$ cat src/rtl/sqr_pkg.sv
// rtl/sqr_pkg.sv - shared state type and width constants for the sequential squarer
package sqr_pkg;

  typedef enum logic [1:0] {
    IDLE = 2'd0,
    RUN  = 2'd1,
    DONE = 2'd2
  } sqr_state_e;

  localparam int WIDTH_DEF = 8;
  localparam int SQ_W      = 2 * WIDTH_DEF;
  localparam int REM_W     = 2 * WIDTH_DEF + 1;

  // Square width for a given root width
  function automatic int sq_w(input int w);
    return 2 * w;
  endfunction

  // Signed remainder width for a given root width (one extra sign bit)
  function automatic int rem_w(input int w);
    return 2 * w + 1;
  endfunction

endpackage

$ cat src/rtl/sqr_add_shift.sv
// rtl/sqr_add_shift.sv - one combinational shift-add iteration of the squarer
module sqr_add_shift
  import sqr_pkg::*;
#(
  parameter int WIDTH = WIDTH_DEF
) (
  input  logic [2*WIDTH-1:0] acc_i,
  input  logic [2*WIDTH-1:0] mcand_i,
  input  logic [WIDTH-1:0]   mplier_i,
  output logic [2*WIDTH-1:0] acc_o,
  output logic [2*WIDTH-1:0] mcand_o,
  output logic [WIDTH-1:0]   mplier_o
);

  // Add the shifted multiplicand when the current multiplier bit is set;
  // the product of two WIDTH-bit values always fits in 2*WIDTH bits.
  assign acc_o    = mplier_i[0] ? (acc_i + mcand_i) : acc_i;
  assign mcand_o  = {mcand_i[2*WIDTH-2:0], 1'b0};
  assign mplier_o = {1'b0, mplier_i[WIDTH-1:1]};

endmodule

$ cat src/rtl/seq_squarer.sv
// rtl/seq_squarer.sv - sequential shift-add squarer, optional remainder check under SQR_REM_CHECK_EN
module seq_squarer
  import sqr_pkg::*;
#(
  parameter int WIDTH = WIDTH_DEF
) (
  input  logic                 clk,
  input  logic                 rst_n,
  input  logic                 start,
  input  logic [WIDTH-1:0]     root_in,
  output logic                 busy,
  output logic                 done,
  output logic [2*WIDTH-1:0]   square_out
`ifdef SQR_REM_CHECK_EN
  ,
  input  logic [2*WIDTH-1:0]   radicand_in,
  output logic [2*WIDTH:0]     rem_out,
  output logic                 rem_ok
`endif
);

  localparam int SW = sq_w(WIDTH);
  localparam int CW = $clog2(WIDTH);
  localparam logic [CW-1:0] LAST = CW'(WIDTH - 1);

  sqr_state_e      state_q;
  logic [SW-1:0]   acc_q, acc_d;
  logic [SW-1:0]   mcand_q, mcand_d;
  logic [WIDTH-1:0] mplier_q, mplier_d;
  logic [CW-1:0]   cnt_q;
  logic            busy_q, done_q;
  logic [SW-1:0]   square_q;

  sqr_add_shift #(.WIDTH(WIDTH)) u_step (
    .acc_i    (acc_q),
    .mcand_i  (mcand_q),
    .mplier_i (mplier_q),
    .acc_o    (acc_d),
    .mcand_o  (mcand_d),
    .mplier_o (mplier_d)
  );

`ifdef SQR_REM_CHECK_EN
  localparam int RW = rem_w(WIDTH);
  logic [WIDTH-1:0] root_q;
  logic [SW-1:0]    rad_q;
  logic [RW-1:0]    rem_q, rem_d;
  logic             rem_ok_q, rem_ok_d;

  // Remainder of the final square against the captured radicand; a valid sqrt
  // remainder lies in [0, 2*root]
  always_comb begin
    rem_d    = {1'b0, rad_q} - {1'b0, acc_d};
    rem_ok_d = !rem_d[RW-1] && (rem_d <= {{(RW-WIDTH-1){1'b0}}, root_q, 1'b0});
  end
`endif

  // Control FSM, datapath registers and held outputs; DONE accepts start like IDLE
  always_ff @(posedge clk or negedge rst_n) begin
    if (!rst_n) begin
      state_q  <= IDLE;
      acc_q    <= '0;
      mcand_q  <= '0;
      mplier_q <= '0;
      cnt_q    <= '0;
      busy_q   <= 1'b0;
      done_q   <= 1'b0;
      square_q <= '0;
`ifdef SQR_REM_CHECK_EN
      root_q   <= '0;
      rad_q    <= '0;
      rem_q    <= '0;
      rem_ok_q <= 1'b0;
`endif
    end else begin
      done_q <= 1'b0;
      case (state_q)
        IDLE, DONE: begin
          if (start) begin
            acc_q    <= '0;
            mcand_q  <= {{WIDTH{1'b0}}, root_in};
            mplier_q <= root_in;
            cnt_q    <= '0;
            busy_q   <= 1'b1;
            state_q  <= RUN;
`ifdef SQR_REM_CHECK_EN
            root_q   <= root_in;
            rad_q    <= radicand_in;
`endif
          end else begin
            state_q <= IDLE;
          end
        end
        RUN: begin
          acc_q    <= acc_d;
          mcand_q  <= mcand_d;
          mplier_q <= mplier_d;
          cnt_q    <= cnt_q + CW'(1);
          if (cnt_q == LAST) begin
            square_q <= acc_d;
            done_q   <= 1'b1;
            busy_q   <= 1'b0;
            state_q  <= DONE;
`ifdef SQR_REM_CHECK_EN
            rem_q    <= rem_d;
            rem_ok_q <= rem_ok_d;
`endif
          end
        end
        default: state_q <= IDLE;
      endcase
    end
  end

  assign busy       = busy_q;
  assign done       = done_q;
  assign square_out = square_q;
`ifdef SQR_REM_CHECK_EN
  assign rem_out    = rem_q;
  assign rem_ok     = rem_ok_q;
`endif

endmodule

$ cat config.mk
export PLATFORM = sky130hd
export DESIGN_NAME = seq_squarer
export DESIGN_NICKNAME = d
export VERILOG_FILES = /design/src/rtl/sqr_pkg.sv /design/src/rtl/sqr_add_shift.sv /design/src/rtl/seq_squarer.sv
export SDC_FILE = /design/constraint.sdc
export NUM_CORES = 1
export LEC_CHECK = 0
export CORE_MARGIN = 5
export CORE_UTILIZATION = 64
export DETAILED_ROUTE_END_ITERATION = 10
export PLACE_DENSITY = 0.95
export SETUP_SLACK_MARGIN = 0.1
export SKIP_CTS_REPAIR_TIMING = 1
export SLEW_MARGIN = 20
export SYNTH_ARGS = -nofsm -noshare
export SYNTH_HDL_FRONTEND = slang
export SYNTH_HIERARCHICAL = 1
export SYNTH_SLANG_ARGS = --single-unit
$ cat constraint.sdc
create_clock -name clk -period 6.4 [get_ports clk]
set_input_delay 1.28 -clock clk [delete_from_list [all_inputs] [get_ports clk]]
set_output_delay 1.28 -clock clk [all_outputs]
set_load 0.01 [all_outputs]
# Word level (Yosys, flattened, before mapping)
# Index checks and enable logic that the tools add are counted.
[totals]
reg_bits = 63
input_bits = 11
out_inout_bits = 18
word_cells = 38
[op_classes]
add_sub_neg = 2
n_eq_ne = 5
n_mux = 17
n_reduce_logical = 6
[op_table]
columns = ["op", "n"]
rows = [
  ["case mux 16 bit (2 select lines)", 2],
  ["2-to-1 mux 16 bit", 3],
  ["adder 16 bit", 1],
  ["case mux 8 bit (2 select lines)", 1],
  ["2-to-1 mux 8 bit", 1],
  ["case mux 3 bit (2 select lines)", 1],
  ["2-to-1 mux 1 bit", 5],
  ["inequality test 2 bit, second input constant", 2],
  ["case mux 2 bit (2 select lines)", 1],
  ["AND reduction 2 bit", 2],
  ["adder 3 x 1 -> 3 bit, second input constant", 1],
  ["== test 3 bit, second input constant", 1],
  ["2-to-1 mux 3 bit", 1],
  ["AND reduction 3 bit", 1],
  ["== test 2 x 1 -> 1 bit, second input constant", 1],
  ["== test 2 bit, second input constant", 1],
  ["logical NOT 2 bit", 1],
  ["2-to-1 mux 2 bit", 1],
  ["case mux 1 bit (2 select lines)", 1],
  ["nonzero test 2 bit", 1],
  ["OR reduction 2 bit", 1],
]

# Depth between registers and ports, before layout
# Gate-level depths: netlist of run 1.
[logic_depth]
depth_word = 4
mapped_depth = 10
ltp_nobuf = 10

# Hierarchy
# Netlist of run 1, hierarchy kept.
[by_module_without_submodules]
columns = ["module", "n_inst", "cells_per_inst", "area_per_inst_um2", "seq_area_each_um2"]
rows = [
  ["seq_squarer", 1, 209, 3030.4, 1576.5],
  ["sqr_add_shift", 1, 140, 1146.1, 0.0],
]

# Worst setup path before layout of run 1
# Ideal clock, no wire load.
[synth_timing]
path_type = "register to register"
from = "register acc_q[0]"
to = "register acc_q[14]"
setup_ns = 0.121
arrival_time_ns = 2.603
t_required_ns = 6.279
path_slack_ns = 3.676
path_stages_with_launch = 11
n_path_buf = 0
synth_period_minus_slack_ns = 2.724
path_cell_list = "dfrtp_1 > ha_1 > fa_1 > a21o_2 > a221oi_4 > nor4_2 > a211oi_2 > xnor2_1 > mux2_2 > mux2_2 > a22o_1"
[synth_via]
elab_chain_len = 3
[synth_rtl]
columns = ["element", "line", "text"]
rows = [
  ["from (decl)", "seq_squarer.sv:27", "logic [SW-1:0] acc_q, acc_d;"],
  ["from (signal assigned)", "seq_squarer.sv:62", "acc_q <= '0;"],
  ["from (signal assigned)", "seq_squarer.sv:80", "acc_q <= '0;"],
  ["from (signal assigned)", "seq_squarer.sv:95", "acc_q <= acc_d;"],
  ["adder 16 bit", "sqr_add_shift.sv:17", "assign acc_o = mplier_i[0] ? (acc_i + mcand_i) : acc_i;"],
  ["2-to-1 mux 16 bit", "sqr_add_shift.sv:17", ""],
  ["net acc_d[14]", "seq_squarer.sv:27", ""],
  ["case mux 16 bit (2 select lines)", "seq_squarer.sv:77", "case (state_q)"],
]
# The timed path passes the listed nets, and every way through them passes these cells.
# A chain may end at the register's enable or synchronous reset.

# Worst setup path in the final report of run 1
[layout_timing]
from = "input start"
to = "register mcand_q[12]"
[layout_via]
elab_chain_len = 2
[layout_rtl]
columns = ["element", "line", "text"]
rows = [
  ["from (decl)", "seq_squarer.sv:9", "input logic start,"],
  ["inequality test 2 bit (no line)", "n/a", ""],
  ["AND reduction 2 bit (no line)", "n/a", ""],
  ["to (signal assigned)", "seq_squarer.sv:81", "mcand_q <= {{WIDTH{1'b0}}, root_in};"],
  ["to (signal assigned)", "seq_squarer.sv:96", "mcand_q <= mcand_d;"],
  ["to (decl)", "seq_squarer.sv:28", "logic [SW-1:0] mcand_q, mcand_d;"],
]
# No other way between the ends.

==> flow_metrics.env, run 1 <==
export IMPL_die_area_sq_mm=0.008241
export IMPL_clk_pin_slew_ps=70
export IMPL_synth_simple_area_share=0.05003
export IMPL_cts_tree="built"
export IMPL_slew_headroom=0.2464
export IMPL_drv_slew=0
export IMPL_cp_arrival_ps=3680
export IMPL_grt_usage=0.1987
export IMPL_start_util=0.6577
export IMPL_grt_setup_unrepaired="no"
export IMPL_diodes=0
export IMPL_synth_area_mux_share=0.2714
export IMPL_drv_cap=0
export IMPL_cts_htree_levels=3
export IMPL_crit_start="start"
export IMPL_num_rows=29
export IMPL_die_w_microns=90.78
export IMPL_antenna_found_initial=0
export IMPL_grt_max_degree=64
export IMPL_synth_async_sr_flop_share=1.000
export IMPL_cp_start_kind="input port"
export IMPL_yosysUniqueCellTypes=51
export IMPL_synth_main_ff_cell="dfrtp_1"
export IMPL_r2r_start="acc_q[0]"
export IMPL_avgSynthCellArea_sq_um=11.97
export IMPL_n_fill_cell=424
export IMPL_drive_gt1_frac=0.2563
export IMPL_wl_met2_microns=3888
export IMPL_min_from="square_out[6]"
export IMPL_root_buffer="clkbuf_8"
export IMPL_synth_adder_area_share=0.05572
export IMPL_first_iter_violations=170
export IMPL_ioPinCount=29
export IMPL_synth_edf_count=0
export IMPL_wl_met1_microns=3510
export IMPL_hold_viol=0
export IMPL_ant_nets=0
export IMPL_clk_path_buf_depth=2
export IMPL_required_ps=6680
export IMPL_dpl_instance_area_sq_mm=0.004252
export IMPL_grt_pass1_vias=2788
export IMPL_power_leakage_nw=2.124
export IMPL_tns_ps=0
export IMPL_clock_fmax_mhz=294.0
export IMPL_syn_to_final_growth_pct=7.669
export IMPL_seq_area_frac_synth=0.3775
export IMPL_first_pass_iters=4
export IMPL_finalPower_mw=2.853
export IMPL_core_area_sq_mm=0.006350
export IMPL_worstPathMaxFanout=26
export IMPL_drt_wl_total_microns=7868
export IMPL_synth_area_sq_mm=0.004177
export IMPL_ys_seq_elements=63
export IMPL_place_gp_congestion=0.8717
export IMPL_final_nets=379
export IMPL_finalSetupViolCount=0
export IMPL_cts_buffers=9
export IMPL_hold_class="register to register"
export IMPL_yosys_warnings=6
export IMPL_finalCritPeriodShare=0.5315
export IMPL_synth_top_area_cell="dfrtp_1"
export IMPL_hold_ws_ps=505.0
export IMPL_grt_pass1_wl_microns=13520
export IMPL_wl_met3_microns=372
export IMPL_drc=0
export IMPL_routed_via_density=6.188
export IMPL_wire_per_inst_microns=18.21
export IMPL_synth_compound_area_share=0.1336
export IMPL_top_layer="met4"
export IMPL_synth_area_top_cells="dfrtp_1 (38%), mux2_2 (12%), mux2i_1 (12%)"
export IMPL_grt_overflow_total=0
export IMPL_synth_top_area_share=0.3775
export IMPL_period_needed_ps=3402
export IMPL_clock_latency_ps=350
export IMPL_vias=2673
export IMPL_synth_xor_area_frac=0.02936
export IMPL_worst_slew_pin_slew_ps=1129
export IMPL_die_h_microns=90.78
export IMPL_endpoint="mcand_q[12]"
export IMPL_powerDensity_mw_per_mm2=634.5
export IMPL_dpl_hpwl_microns=5068
export IMPL_vdd_ir_drop_max_uv=398.8
export IMPL_io_buffers=28
export IMPL_post_route_cell_area_sq_mm=0.004497
export IMPL_synth_top_family_by_area="multiplexers"
export IMPL_yosysMostFrequentCell="dfrtp_1"
export IMPL_r2r_cells=10
export IMPL_synthTopCellsByCount="dfrtp_1 (63), mux2i_1 (48), mux2_2 (46)"
export IMPL_fin_util=0.7082
export IMPL_cp_end_kind="register"
export IMPL_r2r_end="acc_q[12]"
export IMPL_status="completed"
export IMPL_skew_ps=8.400
export IMPL_r2r_slack_ps=3440
export IMPL_worstSetupPathType="input port to register"
export IMPL_clock_sinks=63
export IMPL_syn_inst=349
-- cells in the final DEF, fill, tap and decap left out, types with 2 or more instances in the layout --
cell | synthesis | final
dfrtp_1 | 63 | 61
mux2i_1 | 48 | 48
mux2_2 | 46 | 46
clkdlybuf4s50_1 | 0 | 27
a22o_1 | 26 | 26
ha_1 | 17 | 17
a21oi_1 | 13 | 13
xnor2_1 | 11 | 11
clkbuf_8 | 0 | 10
nand2_1 | 10 | 10
mux2_4 | 9 | 9
inv_1 | 6 | 6
nor2_1 | 6 | 6
a21o_1 | 4 | 4
bufinv_16 | 0 | 3
and3_2 | 3 | 3
xor2_1 | 3 | 3
a31oi_1 | 3 | 3
nor2b_1 | 2 | 2
o21bai_1 | 2 | 2
o21ai_0 | 2 | 2
clkinv_2 | 0 | 2
buf_4 | 28 | 2
dfrtp_2 | 0 | 2
a21o_2 | 2 | 2
a221o_1 | 2 | 2
nand3_1 | 2 | 2
and3_1 | 2 | 2
o21ai_1 | 2 | 2
conb_1 | 1 | 2
-- metrics by stage --
stage / std cells / setup WS (ps)
6_report: 432 / 2998
4_1_cts: 432 / 3017
5_1_grt: 432 / 2867
2_1_floorplan: 350 / 3676
3_5_place_dp: 416 / 2671
3_3_place_gp: 416 / 2751
-- routing by layer --
metal | up-vias | GRT usage
li1 | 1281 | -
met5 | - | 0
met1 | 1334 | 0.2686
met3 | 9 | 0.05417
met2 | 49 | 0.3111
met4 | 0 | 0.06235
-- how the worst min path moves through the flow --
stage,end,cells past startpoint
after floorplan,cnt_q[1],1
after global placement,square_out[6],1
after detailed placement,square_out[5],1
after CTS,square_out[5],1
after global routing,square_out[5],1
final,square_out[6],1
-- flip-flops by register name (all words and copies together), names as in the netlist --
| register | cells |
|---|---|
| acc_q | 16 |
| busy | 1 |
| cnt_q | 3 |
| done | 1 |
| mcand_q | 16 |
| mplier_q | 8 |
| square_out | 16 |
| state_q | 2 |
-- kinds of logic after synthesis --
| family | Yosys count |
|---|---|
| muxes | 103 |
| AOI/OAI and AO/OA | 68 |
| DFF | 63 |
| buffers and inverters | 47 |
| and+or+nand+nor | 35 |
| adders and majority gates | 18 |
| xor gates and xnor gates | 14 |
| other | 1 |
-- final cells by class --
type | count | area, sq um | share of cell area
Inverter | 6 | 22.52 | 0.005008
Sequential cell | 63 | 1579 | 0.3511
Timing Repair Buffer | 30 | 290.3 | 0.06455
Clock buffer | 10 | 137.6 | 0.03061
Tap cell | 77 | 96.34 | 0.02142
Multi-Input combinational cell | 240 | 2263 | 0.5033
Clock inverter | 6 | 107.6 | 0.02393
-- worst max-delay path, cell delays in order --
cell,delay (ps)
clkdlybuf4s50_1,970
nor2_2,1140
a22o_1,280
-- power by group --
part           leakage (nW)  total (mW)  internal [mW]  switching, mW
Sequential            0.767       0.822          0.594          0.228
Clock                 0.122       0.428          0.268          0.160
Combinational          1.23        1.60          0.892          0.711
Power figures use the tool's default switching activity.
==> run 2: changes to the inputs <==
--- a/config.mk
+++ b/config.mk
@@ -6,9 +6,9 @@
 export NUM_CORES = 1
 export LEC_CHECK = 0
 export CORE_MARGIN = 5
-export CORE_UTILIZATION = 64
+export CORE_UTILIZATION = 60
 export DETAILED_ROUTE_END_ITERATION = 10
-export PLACE_DENSITY = 0.95
+export PLACE_DENSITY = 0.91
 export SETUP_SLACK_MARGIN = 0.1
 export SKIP_CTS_REPAIR_TIMING = 1
 export SLEW_MARGIN = 20
==> constraint.sdc (replaced) <==
create_clock -name clk -period 3.5 [get_ports clk]
set_input_delay 0.7 -clock clk [delete_from_list [all_inputs] [get_ports clk]]
set_output_delay 0.7 -clock clk [all_outputs]
set_load 0.01 [all_outputs]
==> run 2 against run 1 <==
Compared with the run above: critical path depth grew 7; clock-buffer cell count grew 1; final cell count grew 4.6%; critical endpoint is now acc_q[10].
==> flow_metrics.env, run 2 (synthesis gave the netlist of run 1 again) <==
export IMPL_finalCritPeriodShare=0.8510
export IMPL_dpl_instance_area_sq_mm=0.004295
export IMPL_first_pass_iters=4
export IMPL_vias=2696
export IMPL_worstSetupPathType="register to register"
export IMPL_crit_buf_inv=0
export IMPL_required_ps=3720
export IMPL_place_inst=436
export IMPL_first_iter_violations=156
export IMPL_power_leakage_nw=2.123
export IMPL_crit_family="compound AO/OA/AOI/OAI gates"
export IMPL_grt_usage=0.2012
export IMPL_cts_buffers=9
export IMPL_core_area_sq_mm=0.006794
export IMPL_worstPathMaxFanout=4
export IMPL_drc=0
export IMPL_status="completed"
export IMPL_grt_pass1_vias=2814
export IMPL_post_route_cell_area_sq_mm=0.004532
export IMPL_finalSetupViolCount=0
export IMPL_hold_viol=0
export IMPL_die_w_microns=93.43
export IMPL_clk_path_buf_depth=2
export IMPL_grt_max_degree=49
export IMPL_slowest_stage="fa_1"
export IMPL_drt_wl_total_microns=7955
export IMPL_drv_slew=0
export IMPL_syn_to_final_growth_pct=8.508
export IMPL_ioPinCount=29
export IMPL_clk_pin_slew_ps=70
export IMPL_powerDensity_mw_per_mm2=1135
export IMPL_skew_ps=5.192
export IMPL_place_gp_congestion=0.8554
export IMPL_io_buffers=28
export IMPL_fin_util=0.6670
export IMPL_layoutNonFillerInstCount=452
export IMPL_vdd_ir_drop_max_uv=475.4
export IMPL_clock_sinks=63
export IMPL_n_fill_cell=495
export IMPL_die_area_sq_mm=0.008729
export IMPL_grt_pass1_wl_microns=13770
export IMPL_diodes=0
export IMPL_die_h_microns=93.43
export IMPL_start_util=0.6147
export IMPL_worst_slew_pin_slew_ps=1101
export IMPL_tns_ps=0
export IMPL_drive_gt1_frac=0.2584
export IMPL_period_needed_ps=2978
export IMPL_cp_arrival_ps=3200
export IMPL_num_rows=30
export IMPL_final_nets=380
export IMPL_hold_class="input port to asynchronous set/reset pin"
export IMPL_final_common_cell="dfrtp_1"
export IMPL_routed_via_density=5.965
export IMPL_cts_htree_levels=3
export IMPL_wire_per_inst_microns=17.60
export IMPL_drv_cap=0
export IMPL_cts_tree="built"
export IMPL_slew_headroom=0.2662
export IMPL_antenna_found_initial=0
export IMPL_max_stage_delay_ps=420
export IMPL_clock_latency_ps=340
export IMPL_layout_common_cells="dfrtp_1 (61), mux2i_1 (48), mux2_2 (46)"
export IMPL_root_buffer="clkbuf_8"
export IMPL_grt_overflow_total=0
export IMPL_cp_start_kind="register"
export IMPL_ant_nets=0
export IMPL_path_cells="ha_1 > fa_1 > a21o_2 > a221oi_4 > o31ai_2 > a31oi_1 > xnor2_1 > mux2_4 > mux2_2 > a22o_1"
export IMPL_clock_fmax_mhz=335.7
export IMPL_dpl_hpwl_microns=5358
export IMPL_cp_end_kind="register"
export IMPL_grt_setup_unrepaired="no"
[run 2: changes by cell type in the layout (fill, tap and decap cells not counted)]
cell / delta
clkbuf_8: +1
nor2_4: +1
buf_12: +1
nor2_2: -1
clkinv_2: -1
clkinvlp_4: +1
bufinv_16: -1
[run 2: routing by layer]
metal  GRT usage  vias to the layer above  wire, microns
met3     0.04183                       11            344
met1      0.2685                     1350           3684
met4     0.08181                        0            124
met5           0                        -              0
li1            -                     1280              -
met2      0.3180                       55           3801
[run 2: cell type report]
class | count | area (sq um) | share of cell area
clock inverter | 5 | 80.08 | 0.01767
clock buffer | 11 | 151.4 | 0.03341
tap | 96 | 120.1 | 0.02650
multi-input combinational | 240 | 2268 | 0.5006
sequential | 63 | 1579 | 0.3484
inverter | 6 | 22.52 | 0.004970
timing repair buffer | 31 | 310.3 | 0.06847
[run 2: path summary, 6_finish.rpt]
| check | slack, ps | to | start | cells past startpoint |
|---|---|---|---|---|
| max | 520 | acc_q[10] | acc_q[0] | 10 |
| min | 420 | acc_q[5] | rst_n | 1 |
| max reg2reg | 520 | acc_q[10] | acc_q[0] | 10 |
| min reg2reg | 510 | square_out[6] | square_out[6] | 1 |
| max in group asynchronous | 2430 | state_q[0] | rst_n | 2 |
| min in group clk | 510 | square_out[6] | square_out[6] | 1 |
[run 2: worst reg2reg max path, cell delays in order, from the launching register on]
cell and delay (ps):
dfrtp_1 400, ha_1 230, fa_1 420, a21o_2 260
a221oi_4 370, o31ai_2 140, a31oi_1 220, xnor2_1 90
mux2_4 260, mux2_2 270, a22o_1 200
[run 2: per-stage QoR]
| step | setup WS [ps] | power [mW] | hold WS (ps) |
|---|---|---|---|
| finish | 521.5 | 5.146 | 422.0 |
| CTS | 532.9 | 5.168 | 446.5 |
| detailed placement | 559.7 | 4.416 | 495.3 |
| global route | 372.5 | 5.574 | 485.5 |
| floorplan | 775.7 | 3.910 | 404.4 |
| global placement | 623.6 | 4.278 | 488.2 |
[run 2: power by group]
| group | internal [mW] | switching [mW] |
|---|---|---|
| Combinational | 1.63 | 1.24 |
| Sequential | 1.09 | 0.460 |
| Clock | 0.438 | 0.289 |
| Total | 3.16 | 1.99 |
==> edit 1: new RTL, flow settings as in run 1 <==
`WIDTH_DEF`: 8 -> 16.
--- a/src/rtl/sqr_pkg.sv
+++ b/src/rtl/sqr_pkg.sv
@@ -8,5 +8,5 @@
   } sqr_state_e;
 
-  localparam int WIDTH_DEF = 8;
+  localparam int WIDTH_DEF = 16;
   localparam int SQ_W      = 2 * WIDTH_DEF;
   localparam int REM_W     = 2 * WIDTH_DEF + 1;
Ports: changed (resized root_in and square_out); port bits go from 29 to 53. No check against the original RTL was run, so the function may have changed too.
==> edit 1 against run 1 <==
Sequential cell count up 57; power up 65%; final area up 80%; routed wire length up 99%; synthesized cell count up 110%; worst setup slack worse by 4.8 ps; synthesized area up 74%; global-route usage up 5.1 points; critical endpoint is now square_out[18]; largest cell class unchanged.
==> edit 1: results (changes against run 1) <==
Run status
  – Outcome: finished, final reports clean

Cells and area
  – Area occupied by registers: 3000 µm² (+90%)
  – Share of cells above drive strength 1: 14.1% (-11 points)
  – # fillers: 690 (+63%)
  – Nets: 767 (+100%)
  – Layout Cells excl Fill: 868 (+100%)

Worst setup path
  – R2R setup slack: 2990 ps (-450 ps)
  – CP arrival: 3710 ps (+30 ps)
  – Family with the most delay on the worst path: compound AO/OA/AOI/OAI gates
  – Worst stage delay on the critical path: 710 ps (-430 ps)
  – Worst R2R End: square_out[18]
  – FF-to-FF Start: mcand_q[0]
  – Critical-path maximum fanout: 6 (-77%)
  – Slowest cell on the critical path: a211oi_1

Worst hold path
  – Worst hold endpoint: square_out[19]
  – Worst hold start: square_out[19]

Yosys
  – Area contributors post-synth: dfrtp_1, mux2_2, a22o_1, ha_1, buf_4
  – Syn_area_per_cell: 9.94 µm² (-17%)
  – Post-synthesis cell type count: 66 (+29%)
  – Register area share after synthesis: 41.4% (+3.6 points)
  – Commonest cells in the netlist: dfrtp_1, a21oi_1, nand2_1, mux2_2, buf_4

Routing
  – Drt wl/cell: 18.0 µm (-1.0%)
  – M1 WL: 6610 µm (+88%)
  – DR iter-0 viols: 507 (+200%)
  – DR WL met3: 947 µm (+150%)
  – DR vias/cell: 6.40 (+3.4%)
  – Pre-Repair DR Iteration Count: 5 (+1)
  – Metal2 WL: 7690 µm (+98%)

STA
  – Hold WS: 487 ps (-18.2 ps)
  – Headroom to the max-slew limit: 43.5% (+19 points)
  – Layout Skew: 9.86 ps (+1.46 ps)

Power
  – Peak supply drop: 0.000362 V (-9.1%)
  – Leakage power: 3.67 nW (+73%)

Placement
  – Placed cell count: 835 (+100%)
  – Post-DP Area: 7410 µm² (+74%)
  – Dpl hpwl: 10200 µm (+100%)
  – Dpl ws: 2930 ps (+256 ps)
  – Port bufs: 52 (+86%)
  – Routability congestion estimate: 0.950 (+9.0%)

Global route
  – Number of global-route vias before repair: 5685 (+100%)
  – Largest net degree at the start of global routing: 89 (+39%)
  – Grt met3 use: 5.44% (+0.024 points)
  – Global Route Usage Sum: 25.0% (+5.1 points)
  – First-pass GRT wire length: 27000 µm (+100%)
  – GR Layer Usage met2: 41.6% (+11 points)
  – M1 GR Usage: 31.5% (+4.7 points)

Clocking
  – Cts bufs inserted: 17 (+8)
  – CTS H-tree depth: 4 (+1)
  – Root Buffer: clkbuf_16
  – Worst-Skew Late Latency: 430 ps (+80 ps)
[edit 1: cell count changes after synthesis, sizes merged, moves of 16 or more]
| cell | change |
|---|---|
| nand2 | +54 |
| dfrtp | +57 |
| and3b | +17 |
| clkbuf | +16 |
| a22o | +23 |
| buf | +35 |
| mux2i | -46 |
| nor2 | +16 |
| o21ai | +52 |
| a21oi | +63 |
[edit 1: final cells by class]
cell class | instances | area share [%]
Clock inverter | 14 | 2.72
Clock buffer | 18 | 5.42
Sequential cell | 120 | 37.1
Multi-Input combinational cell | 510 | 45.1
Inverter | 9 | 0.417
Timing Repair Buffer | 57 | 7.10
Tap cell | 140 | 2.16
[edit 1: how the worst max path moves through the flow]
| stage | slack, ps | startpoint | cells after the start | to |
|---|---|---|---|---|
| floorplan | 3610 | acc_q[0] | 10 | square_out[28] |
| global placement | 3030 | start | 4 | cnt_q[0] |
| detailed placement | 2930 | start | 4 | cnt_q[0] |
| CTS | 3100 | acc_q[0] | 10 | square_out[28] |
| global route | 2820 | mcand_q[0] | 10 | square_out[18] |
| finish | 2990 | mcand_q[0] | 10 | square_out[18] |
[edit 1: logic make-up (layout without fill, tap and decap cells)]
group	after synthesis	after routing	synth area share, %
AO/OA/AOI/OAI	224	224	19.7
XOR/XNOR	24	24	2.90
adder cells (fa/ha/maj)	33	33	5.79
buffers and inverters	101	98	8.57
flip-flops	120	120	41.4
multiplexers	58	58	8.96
other	1	2	0.0517
AND/OR/NAND/NOR	169	169	12.7
[edit 1: report_power, final]
| group | switching, mW | internal (mW) | total [mW] |
|---|---|---|---|
| Sequential | 0.257 | 1.09 | 1.34 |
| Combinational | 1.22 | 1.07 | 2.29 |
| Clock | 0.363 | 0.704 | 1.07 |
==> edit 2: new RTL, config.mk and constraints of run 1 <==
Made on the original files. Put one more register stage on the output `square_out`. The value now appears one clock later. The other outputs are not delayed to match.
--- a/src/rtl/seq_squarer.sv
+++ b/src/rtl/seq_squarer.sv
@@ -115,5 +115,7 @@
   assign busy       = busy_q;
   assign done       = done_q;
-  assign square_out = square_q;
+  always_ff @(posedge clk) begin
+    square_out <= square_q;
+  end
 `ifdef SQR_REM_CHECK_EN
   assign rem_out    = rem_q;
Formal check against the unedited RTL: not equivalent (a bounded check fails within 10 cycles, from zero or initial values and one cycle with rst_n low).
==> edit 2 against run 1 <==
Count of clock-buffer cells in the layout stayed put; power is 5.9% higher; largest cell class unchanged; worst setup slack better by 340 ps; final area rose by 7.2%; via count grew 7.0%; routed wire length grew 4.6%; synthesized area grew 7.7%; sequential cell count rose by 16; clock skew down 0.90 ps.
==> edit 2: results (changes against run 1) <==
Run status
  – Outcome: finished, final reports clean

Cells and area
  – Share of cells above drive strength 1: 24.3% (-1.3 points)
  – Antenna cells: 0 (unchanged)
  – # fillers: 479 (+13%)
  – Nets: 394 (+4.0%)
  – Area occupied by registers: 1900 µm² (+20%)

Yosys
  – Commonest cells in the netlist: dfrtp_1, mux2i_1, mux2_2, buf_4, a22o_1
  – Cells after synthesis: 365 (+4.6%)
  – Register area share after synthesis: 42.2% (+4.4 points)
  – FFs w/ async S/R, synth: 79.7% (-20 points)
  – Post-synthesis cell type count: 52 (+2.0%)
  – Yosys warns: 6 (unchanged)
  – Area contributors post-synth: dfrtp_1, mux2_2, mux2i_1, dfxtp_1, a22o_1

Routing
  – DR iter-0 viols: 171 (+0.59%)
  – DR vias: 2861 (+7.0%)
  – DR vias/cell: 6.14 (-0.78%)
  – Final wirelength: 8230 µm (+4.6%)
  – Pre-Repair DR Iteration Count: 4 (unchanged)

Clocking
  – CTS clk-pin slew, worst paths: 80 ps
  – CTS H-tree depth: 3 (unchanged)
  – Cts bufs inserted: 9 (unchanged)
  – Longest Clk Path Bufs: 2 (unchanged)

STA
  – Layout Skew: 7.50 ps (-0.903 ps)
  – Final setup vio count: 0 (unchanged)
  – Headroom to the max-slew limit: 23.5% (-1.1 points)

Global route
  – Global Route Usage Sum: 20.6% (+0.74 points)
  – Initial antenna violation count: 0 (unchanged)
  – Number of global-route vias before repair: 3010 (+8.0%)
  – First-pass GRT wire length: 14300 µm (+5.8%)

Placement
  – Routability congestion estimate: 0.849 (-2.6%)
  – Post-DP Area: 4590 µm² (+7.9%)
  – Dpl ws: 2640 ps (-28.7 ps)
  – Dpl hpwl: 5220 µm (+3.0%)
  – Placed cell count: 450 (+8.2%)

Worst setup path
  – CP arrival: 3350 ps (-330 ps)
  – Critical-path maximum fanout: 26 (unchanged)

Die
  – Row count: 30 (+3.4%)

Worst hold path
  – Worst Hold Class: flip-flop to flip-flop

Power
  – Leakage power: 2.25 nW (+5.8%)
  – Sw Share: 38.2% (-0.29 points)
  – Peak supply drop: 0.000323 V (-19%)
[edit 2: cell families after synthesis]
family,Yosys count,share of synthesized area [%]
AND/OR/NAND/NOR,35,4.65
multiplexers,103,25.2
other,1,0.0834
flip-flops,79,42.2
adder cells (fa/ha/maj),18,5.18
XOR/XNOR,14,2.73
buffers and inverters,47,7.57
AO/OA/AOI/OAI,68,12.4
[edit 2: layout make-up]
cell class,instances,share of cell area [%]
Clock buffer,10,2.85
Clock inverter,6,1.89
Inverter,6,0.467
Multi-Input combinational cell,240,47.0
Sequential cell,79,39.4
Tap cell,96,2.49
Timing Repair Buffer,29,5.86
[edit 2: final timing paths]
kind                                   to          from  depth (start not counted)  slack [ps]
setup / recovery                acc_q[14]         start                          3        3340
hold / removal             square_out[15]  square_q[15]                          0         370
setup reg to reg                acc_q[14]      acc_q[0]                         10        3390
hold reg to reg            square_out[15]  square_q[15]                          0         370
max in group asynchronous      state_q[1]         rst_n                          2        4750
min in group asynchronous     mcand_q[12]         rst_n                          2        1080
[edit 2: metal layers]
| layer | global-route usage [%] | vias to the layer above | wire, µm |
|---|---|---|---|
| li1 | - | 1323 | - |
| met1 | 26.3 | 1439 | 3550 |
| met2 | 33.2 | 83 | 4080 |
| met3 | 6.09 | 16 | 446 |
| met4 | 7.34 | 0 | 153 |
| met5 | 0 | - | 0 |
[edit 2: power groups by stage]
stage	clock network [mW]	logic (mW)	registers, mW
CTS	0.425	1.59	1.01
detailed placement	0	1.56	1.01
global placement	0	1.48	0.993
global route	0.450	1.74	1.05
finish	0.417	1.60	1.01
floorplan	0	1.39	0.907
[edit 2: worst max-delay path: stages]
cell             delay, ps
clkdlybuf4s50_1        980
nor2_4                 810
a22o_1                 270
